===== src/rtl/id_ex_stage_pkg.sv =====
// rtl/id_ex_stage_pkg.sv - shared opcodes, ALUOp encodings and control bundle for the ID/EX stage
package id_ex_stage_pkg;

  localparam logic [5:0] OP_RTYPE = 6'b000000;
  localparam logic [5:0] OP_BEQ   = 6'b000100;
  localparam logic [5:0] OP_BNE   = 6'b000101;
  localparam logic [5:0] OP_SB    = 6'b101000;
  localparam logic [5:0] OP_SH    = 6'b101001;
  localparam logic [5:0] OP_SW    = 6'b101011;
  localparam logic [5:0] OP_LB    = 6'b100000;
  localparam logic [5:0] OP_LH    = 6'b100001;
  localparam logic [5:0] OP_LW    = 6'b100011;

  localparam logic [1:0] ALUOP_MEM   = 2'b00;
  localparam logic [1:0] ALUOP_RTYPE = 2'b10;
  localparam logic [1:0] ALUOP_IMM   = 2'b11;

  // Decoder control bits travelling with the instruction; all-zero is a NOP.
  typedef struct packed {
    logic       reg_dst;
    logic       alu_src;
    logic       mem_to_reg;
    logic       reg_write;
    logic       mem_read;
    logic       mem_write;
    logic       branch;
    logic [1:0] alu_op;
  } ctrl_t;

  // Instructions that actually read rt as a source (R-type, branches, stores).
  function automatic logic uses_rt(input logic [5:0] op);
    logic r;
    r = 1'b0;
    case (op)
      OP_RTYPE, OP_BEQ, OP_BNE, OP_SB, OP_SH, OP_SW: r = 1'b1;
      default: r = 1'b0;
    endcase
    return r;
  endfunction

endpackage


===== src/rtl/id_ex_stage_hazard_detect.sv =====
// rtl/id_ex_stage_hazard_detect.sv - combinational load-use hazard detection and stall enables
module hazard_detect
  import id_ex_stage_pkg::*;
#(
  parameter int REG_W = 5
) (
  input  logic             ex_mem_read,
  input  logic [REG_W-1:0] ex_rt,
  input  logic [REG_W-1:0] id_rs,
  input  logic [REG_W-1:0] id_rt,
  input  logic [5:0]       id_op_code,
  input  logic             flush,
  input  logic             freeze,
  output logic             hazard,
  output logic             pc_write,
  output logic             if_id_write
);

  logic rs_match;
  logic rt_match;

  // Register $zero never carries a real dependency, so a load into it never stalls.
  assign rs_match    = (ex_rt == id_rs);
  assign rt_match    = uses_rt(id_op_code) & (ex_rt == id_rt);
  assign hazard      = ex_mem_read & (ex_rt != '0) & (rs_match | rt_match);

  // A flushed instruction is dead, so its hazard must not stall the front end.
  assign pc_write    = ~(hazard & ~flush) & ~freeze;
  assign if_id_write = ~(hazard & ~flush) & ~freeze;

endmodule


===== src/rtl/id_ex_stage.sv =====
// rtl/id_ex_stage.sv - ID/EX pipeline register with load-use bubble insertion and bubble counter
module id_ex_stage
  import id_ex_stage_pkg::*;
#(
  parameter int DATA_W = 32,
  parameter int REG_W  = 5,
  parameter int CNT_W  = 16
) (
  input  logic              clk,
  input  logic              reset_n,
  input  logic              freeze,
  input  logic              flush,
  input  logic [5:0]        id_op_code,
  input  logic              id_RegDst,
  input  logic              id_ALUSrc,
  input  logic              id_MemToReg,
  input  logic              id_RegWrite,
  input  logic              id_MemRead,
  input  logic              id_MemWrite,
  input  logic              id_Branch,
  input  logic [1:0]        id_ALUOp,
  input  logic [DATA_W-1:0] id_pc_plus4,
  input  logic [DATA_W-1:0] id_rs_data,
  input  logic [DATA_W-1:0] id_rt_data,
  input  logic [DATA_W-1:0] id_imm,
  input  logic [REG_W-1:0]  id_rs,
  input  logic [REG_W-1:0]  id_rt,
  input  logic [REG_W-1:0]  id_rd,
  input  logic [5:0]        id_funct,
  output logic              ex_RegDst,
  output logic              ex_ALUSrc,
  output logic              ex_MemToReg,
  output logic              ex_RegWrite,
  output logic              ex_MemRead,
  output logic              ex_MemWrite,
  output logic              ex_Branch,
  output logic [1:0]        ex_ALUOp,
  output logic [DATA_W-1:0] ex_pc_plus4,
  output logic [DATA_W-1:0] ex_rs_data,
  output logic [DATA_W-1:0] ex_rt_data,
  output logic [DATA_W-1:0] ex_imm,
  output logic [REG_W-1:0]  ex_rs,
  output logic [REG_W-1:0]  ex_rt,
  output logic [REG_W-1:0]  ex_rd,
  output logic [5:0]        ex_funct,
  output logic              pc_write,
  output logic              if_id_write,
  output logic [CNT_W-1:0]  bubble_count
);

  ctrl_t id_ctrl;
  ctrl_t ex_ctrl;
  logic  hazard;

  assign id_ctrl = {id_RegDst, id_ALUSrc, id_MemToReg, id_RegWrite,
                    id_MemRead, id_MemWrite, id_Branch, id_ALUOp};

  assign ex_RegDst   = ex_ctrl.reg_dst;
  assign ex_ALUSrc   = ex_ctrl.alu_src;
  assign ex_MemToReg = ex_ctrl.mem_to_reg;
  assign ex_RegWrite = ex_ctrl.reg_write;
  assign ex_MemRead  = ex_ctrl.mem_read;
  assign ex_MemWrite = ex_ctrl.mem_write;
  assign ex_Branch   = ex_ctrl.branch;
  assign ex_ALUOp    = ex_ctrl.alu_op;

  hazard_detect #(
    .REG_W (REG_W)
  ) u_hazard_detect (
    .ex_mem_read (ex_ctrl.mem_read),
    .ex_rt       (ex_rt),
    .id_rs       (id_rs),
    .id_rt       (id_rt),
    .id_op_code  (id_op_code),
    .flush       (flush),
    .freeze      (freeze),
    .hazard      (hazard),
    .pc_write    (pc_write),
    .if_id_write (if_id_write)
  );

  // Pipeline register: hold on freeze, zero the controls on flush or hazard, else load.
  always_ff @(posedge clk or negedge reset_n) begin
    if (!reset_n) begin
      ex_ctrl     <= '0;
      ex_pc_plus4 <= '0;
      ex_rs_data  <= '0;
      ex_rt_data  <= '0;
      ex_imm      <= '0;
      ex_rs       <= '0;
      ex_rt       <= '0;
      ex_rd       <= '0;
      ex_funct    <= '0;
    end else if (!freeze) begin
      ex_ctrl     <= (flush || hazard) ? ctrl_t'('0) : id_ctrl;
      ex_pc_plus4 <= id_pc_plus4;
      ex_rs_data  <= id_rs_data;
      ex_rt_data  <= id_rt_data;
      ex_imm      <= id_imm;
      ex_rs       <= id_rs;
      ex_rt       <= id_rt;
      ex_rd       <= id_rd;
      ex_funct    <= id_funct;
    end
  end

  // Saturating count of load-use bubbles; flush bubbles are not stalls and are not counted.
  always_ff @(posedge clk or negedge reset_n) begin
    if (!reset_n) begin
      bubble_count <= '0;
    end else if (!freeze && !flush && hazard && (bubble_count != {CNT_W{1'b1}})) begin
      bubble_count <= bubble_count + CNT_W'(1);
    end
  end

endmodule

===== config.mk =====
export PLATFORM = sky130hd
export DESIGN_NAME = id_ex_stage
export DESIGN_NICKNAME = d
export VERILOG_FILES = /design/src/rtl/id_ex_stage_pkg.sv /design/src/rtl/id_ex_stage_hazard_detect.sv /design/src/rtl/id_ex_stage.sv
export SDC_FILE = /design/constraint.sdc
export NUM_CORES = 1
export LEC_CHECK = 0
export ABC_AREA = 0
export CAP_MARGIN = 30
export CORE_MARGIN = 2
export CORE_UTILIZATION = 40
export CTS_BUF_LIST = sky130_fd_sc_hd__clkbuf_8 sky130_fd_sc_hd__clkbuf_16
export DETAILED_ROUTE_END_ITERATION = 7
export GPL_TIMING_DRIVEN = 1
export PLACE_DENSITY = 0.8
export SLEW_MARGIN = 15
export SYNTH_ARGS = -nofsm -noshare
export SYNTH_HDL_FRONTEND = slang
export SYNTH_HIERARCHICAL = 1
export SYNTH_SLANG_ARGS = --single-unit

===== constraint.sdc =====
create_clock -name clk -period 3.23 [get_ports clk]
set_input_delay 0.969 -clock clk [delete_from_list [all_inputs] [get_ports clk]]
set_output_delay 0.969 -clock clk [all_outputs]
set_load 0.02 [all_outputs]

==> metrics.md <==
| Metric | Value |
|---|---|
| Die span in y | `134 microns` |
| Slew headroom | `0.437` |
| Port bufs | `~340` |
| Total leakage power | `approximately 4.7 nW` |
| Crit-path max FO | `2` |
| TritonCTS clock tree | `done` |
| Status | `complete, no violations` |
| Reg clk slew, reported paths | `~0.070 ns` |
| Critical path startpoint category | `input port` |
| Wire per inst | `18.2 microns` |
| Crit end category | `output pin` |
| CTS H-tree lvls | `4` |
| Clock skew | `about 0.0076 ns` |
| Netlist cell types | `36` |
| Final setup margin | `about 0.063 ns` |
| Die width | `134 microns` |
| Sequential area share after synthesis | `0.644` |
| Post-route cell area | `0.0112 sq mm` |
| Met2 usage | `0.373` |
| Initial drt markers | `around 190` |
| Flops & latches, synth | `174` |
| RSZ-0062 raised after global routing | `no` |
| R2R depth | `9` |
| Nets | `around 950` |
| Post-synthesis cell count | `430` |
| Via density | `about 5` |
| GR Layer Usage met1 | `0.215` |
| Hold Fails Final Rpt | `0` |
| DPL Wire Length | `14000 microns` |
| Post-Syn Nets | `599` |
| Critical path type | `in -> out` |
| WL final | `between 15000 and 20000 microns` |
| Reg-to-Reg End | `bubble_count[10]` |
| Synth Area in Compound Gates | `0.0244` |
| Synth-to-layout area growth | `65.4%` |
| Clock root buffer | `clkbuf_16` |
| Total die area | `0.0180 sq mm` |
| Initial antenna violation count | `1` |
| Clock Sinks | `roughly 170` |
| Vias in the first global route | `between 5000 and 6000` |
| Min Tclk post-route | `3.17 ns` |
| Worst-margin pin slew | `0.844 ns` |
| I/O pin count | `around 340` |
| Worst vdd ir | `between 300 and 400 uV` |
| Total number of vias | `about 5000` |
| XOR/XNOR Fraction of Synth Area | `0.0285` |
| Simple-gate share of the synthesized area | `0.0368` |
| DRC | `0` |
| Period utilisation layout | `0.981` |
| Non-filler cells, final | `between 1000 and 1500` |
| Post CTS Setup Buffer Count | `0` |
| TNS Setup | `0 ns` |
| Crit-path max cell delay | `around 0.44 ns` |
| Post-synthesis mux area share | `0.252` |
| Placer Congestion | `around 0.9` |
| Placed Area | `0.0105 sq mm` |
| Skew-Pair Late Insertion Delay | `0.42 ns` |
| Synth Area in Adders | `0.00185` |
| Hold-fix buffers, CTS | `0` |
| Slew Limit Fails | `0` |
| Cell chain of the critical path | `clkdlybuf4s50_1 > a2111oi_4 > a32o_2 > a21oi_2 > buf_4` |
| Met3 Usage GRT | `0.0748` |
| Required @ worst endpoint | `~2.3 ns` |
| Power Density | `between 500 and 600 mW/mm^2` |
| Synthesized area per cell | `about 16 sq um` |
| GRT busiest layer | `met2` |
| Placeable Area | `approximately 0.017 sq mm` |
| GRT Total Usage | `0.208` |
| Mapped cell area | `between 0.006 and 0.007 sq mm` |
| Final Core Density | `0.677` |
| Total global routing overflow | `0` |
| Setup Viol. Count Final | `0` |
| Fmax | `between 300 and 400 MHz` |
| Cells after DPL | `~990` |
| Largest family of logic cells by synthesized area | `multiplexers` |
| HP Class | `in -> async` |
| Max-cap viol count | `0` |
| Number of CTS-inserted buffers | `17` |
| Register-to-register path setup slack | `a little over 0.5 ns` |
| Worst r2r src | `ex_rt[1]` |
| Post-route ant nets | `0` |
| # rows | `between 40 and 50` |
| Initial core utilization | `0.409` |
| Place WS | `-0.524 ns` |
| Largest net degree at the start of global routing | `90` |
| Max clock buf depth | `2` |
| Crit path DAT | `around 2.2 ns` |
| Synth Warn # | `6` |
| Global-route wire length before repair | `just under 30000 microns` |
| First-pass DRT Iterations | `4` |
| Share of cells above drive strength 1 | `0.261` |
| Slowest cell on crit path | `clkdlybuf4s50_1` |
==> registers in the layout (all words and copies together), names as in the netlist, 2 cells and up <==
signal / flops
ex_rs_data: 32
ex_funct: 6
ex_imm: 32
ex_rt_data: 32
ex_rt: 5
ex_rd: 5
ex_rs: 5
ex_ALUOp: 2
bubble_count: 16
ex_pc_plus4: 32
==> layer usage <==
layer / share of wire / vias to the layer above / wire length (microns)
li1: - / 2242 / -
met2: 0.53 / 230 / 9760
met5: 0 / - / 0
met1: 0.36 / 2446 / 6630
met4: 0.034 / 0 / 630
met3: 0.083 / 42 / 1540
==> cell usage after synthesis <==
| cell | number | area share |
|---|---|---|
| nor4_1 | 4 | 0.0037 |
| o21bai_1 | 1 | 0.0011 |
| a31oi_1 | 1 | 0.00093 |
| o21ai_2 | 1 | 0.0013 |
| clkbuf_1 | 17 | 0.0094 |
| and3_1 | 1 | 0.00093 |
| dfrtp_1 | 174 | 0.64 |
| nor2_1 | 8 | 0.0044 |
| mux2_2 | 151 | 0.25 |
| xnor2_1 | 1 | 0.0013 |
| o22a_1 | 1 | 0.0013 |
| ha_1 | 1 | 0.0019 |
| a22o_1 | 9 | 0.012 |
| nor3b_1 | 2 | 0.0022 |
| o311ai_0 | 1 | 0.0013 |
| nand4_1 | 4 | 0.0037 |
| buf_4 | 1 | 0.0011 |
| a32o_1 | 1 | 0.0015 |
| a2111oi_2 | 1 | 0.0022 |
| a21oi_1 | 1 | 0.00074 |
| a21boi_0 | 1 | 0.0011 |
| or3_1 | 1 | 0.00093 |
| xor2_1 | 21 | 0.027 |
| or4_1 | 1 | 0.0011 |
| and4bb_1 | 1 | 0.0019 |
| nor4b_1 | 1 | 0.0013 |
| nand2b_1 | 1 | 0.00093 |
| buf_6 | 1 | 0.0017 |
| nor3_1 | 7 | 0.0052 |
| a21oi_2 | 1 | 0.0013 |
| or3_4 | 1 | 0.0017 |
| nand2_1 | 3 | 0.0017 |
| inv_1 | 1 | 0.00055 |
| nand3_1 | 5 | 0.0037 |
| nor2b_1 | 2 | 0.0019 |
| or3b_4 | 1 | 0.0017 |
==> worst max-delay path: cells and delay by family <==
kind                   cells  cell delay [ns]
AO/OA/AOI/OAI              3             0.64
buffers and inverters      2             0.60
==> where the power goes <==
part           switching, mW  internal [mW]
sequential             0.118           2.38
combinational          0.543          0.701
clock                  0.874           1.33
total                   1.54           4.41
==> through the flow <==
| stage | total power [mW] | hold slack (ns) |
|---|---|---|
| 2_1_floorplan | 3.03 | 0.596 |
| 3_3_place_gp | 3.75 | 0.485 |
| 3_5_place_dp | 3.79 | 0.492 |
| 4_1_cts | 6.01 | 0.353 |
| 5_1_grt | 6.18 | 0.360 |
| 6_report | 5.95 | 0.374 |
==> worst max-delay path by stage <==
stage | startpoint | to | slack, ns | depth (start not counted)
6_report | id_op_code[4] | if_id_write | 0.06 | 5
5_1_grt | id_op_code[4] | bubble_count[13] | 0.002 | 8
4_1_cts | id_rs[3] | pc_write | 0.02 | 6
3_5_place_dp | id_op_code[0] | pc_write | -0.52 | 6
3_3_place_gp | id_op_code[2] | if_id_write | -0.50 | 6
2_1_floorplan | id_op_code[2] | bubble_count[12] | 0.06 | 8
==> what timing repair did <==
| action | CTS | global route |
|---|---|---|
| endpoints found under the setup margin | 8 | 2 |
| gates resized for setup | 31 | 2 |
| pin swaps | 5 | 2 |
==> cells by family after synthesis <==
group | after synthesis
AO/OA/AOI/OAI | 19
multiplexers | 151
XOR/XNOR | 22
AND/OR/NAND/NOR | 43
adder cells (fa/ha/maj) | 1
buffers and inverters | 20
flip-flops | 174
==> placed cells by master, fill, tap and decap left out, drive strengths merged, types with 4 or more instances in the layout <==
cell	instances
bufinv	4
xor2	21
nand3	5
inv	6
mux2	151
dlygate4sd2	14
a22o	9
clkdlybuf4s50	324
nor4	4
nor3	7
clkbuf	18
nor2	8
dfrtp	174
nand4	4
buf	16
clkinv	4
==> cell type report <==
type                    instances  area [sq um]
inverters                       1          3.75
fillers                      1163          5340
diodes                          1          2.50
clock inverters                14           203
multi-input cells             236          2360
well taps                     220           275
clock buffers                  18           439
flip-flops and latches        174          4350
repair buffers                355          3540
No activity file was read; power rests on OpenSTA's default activity.
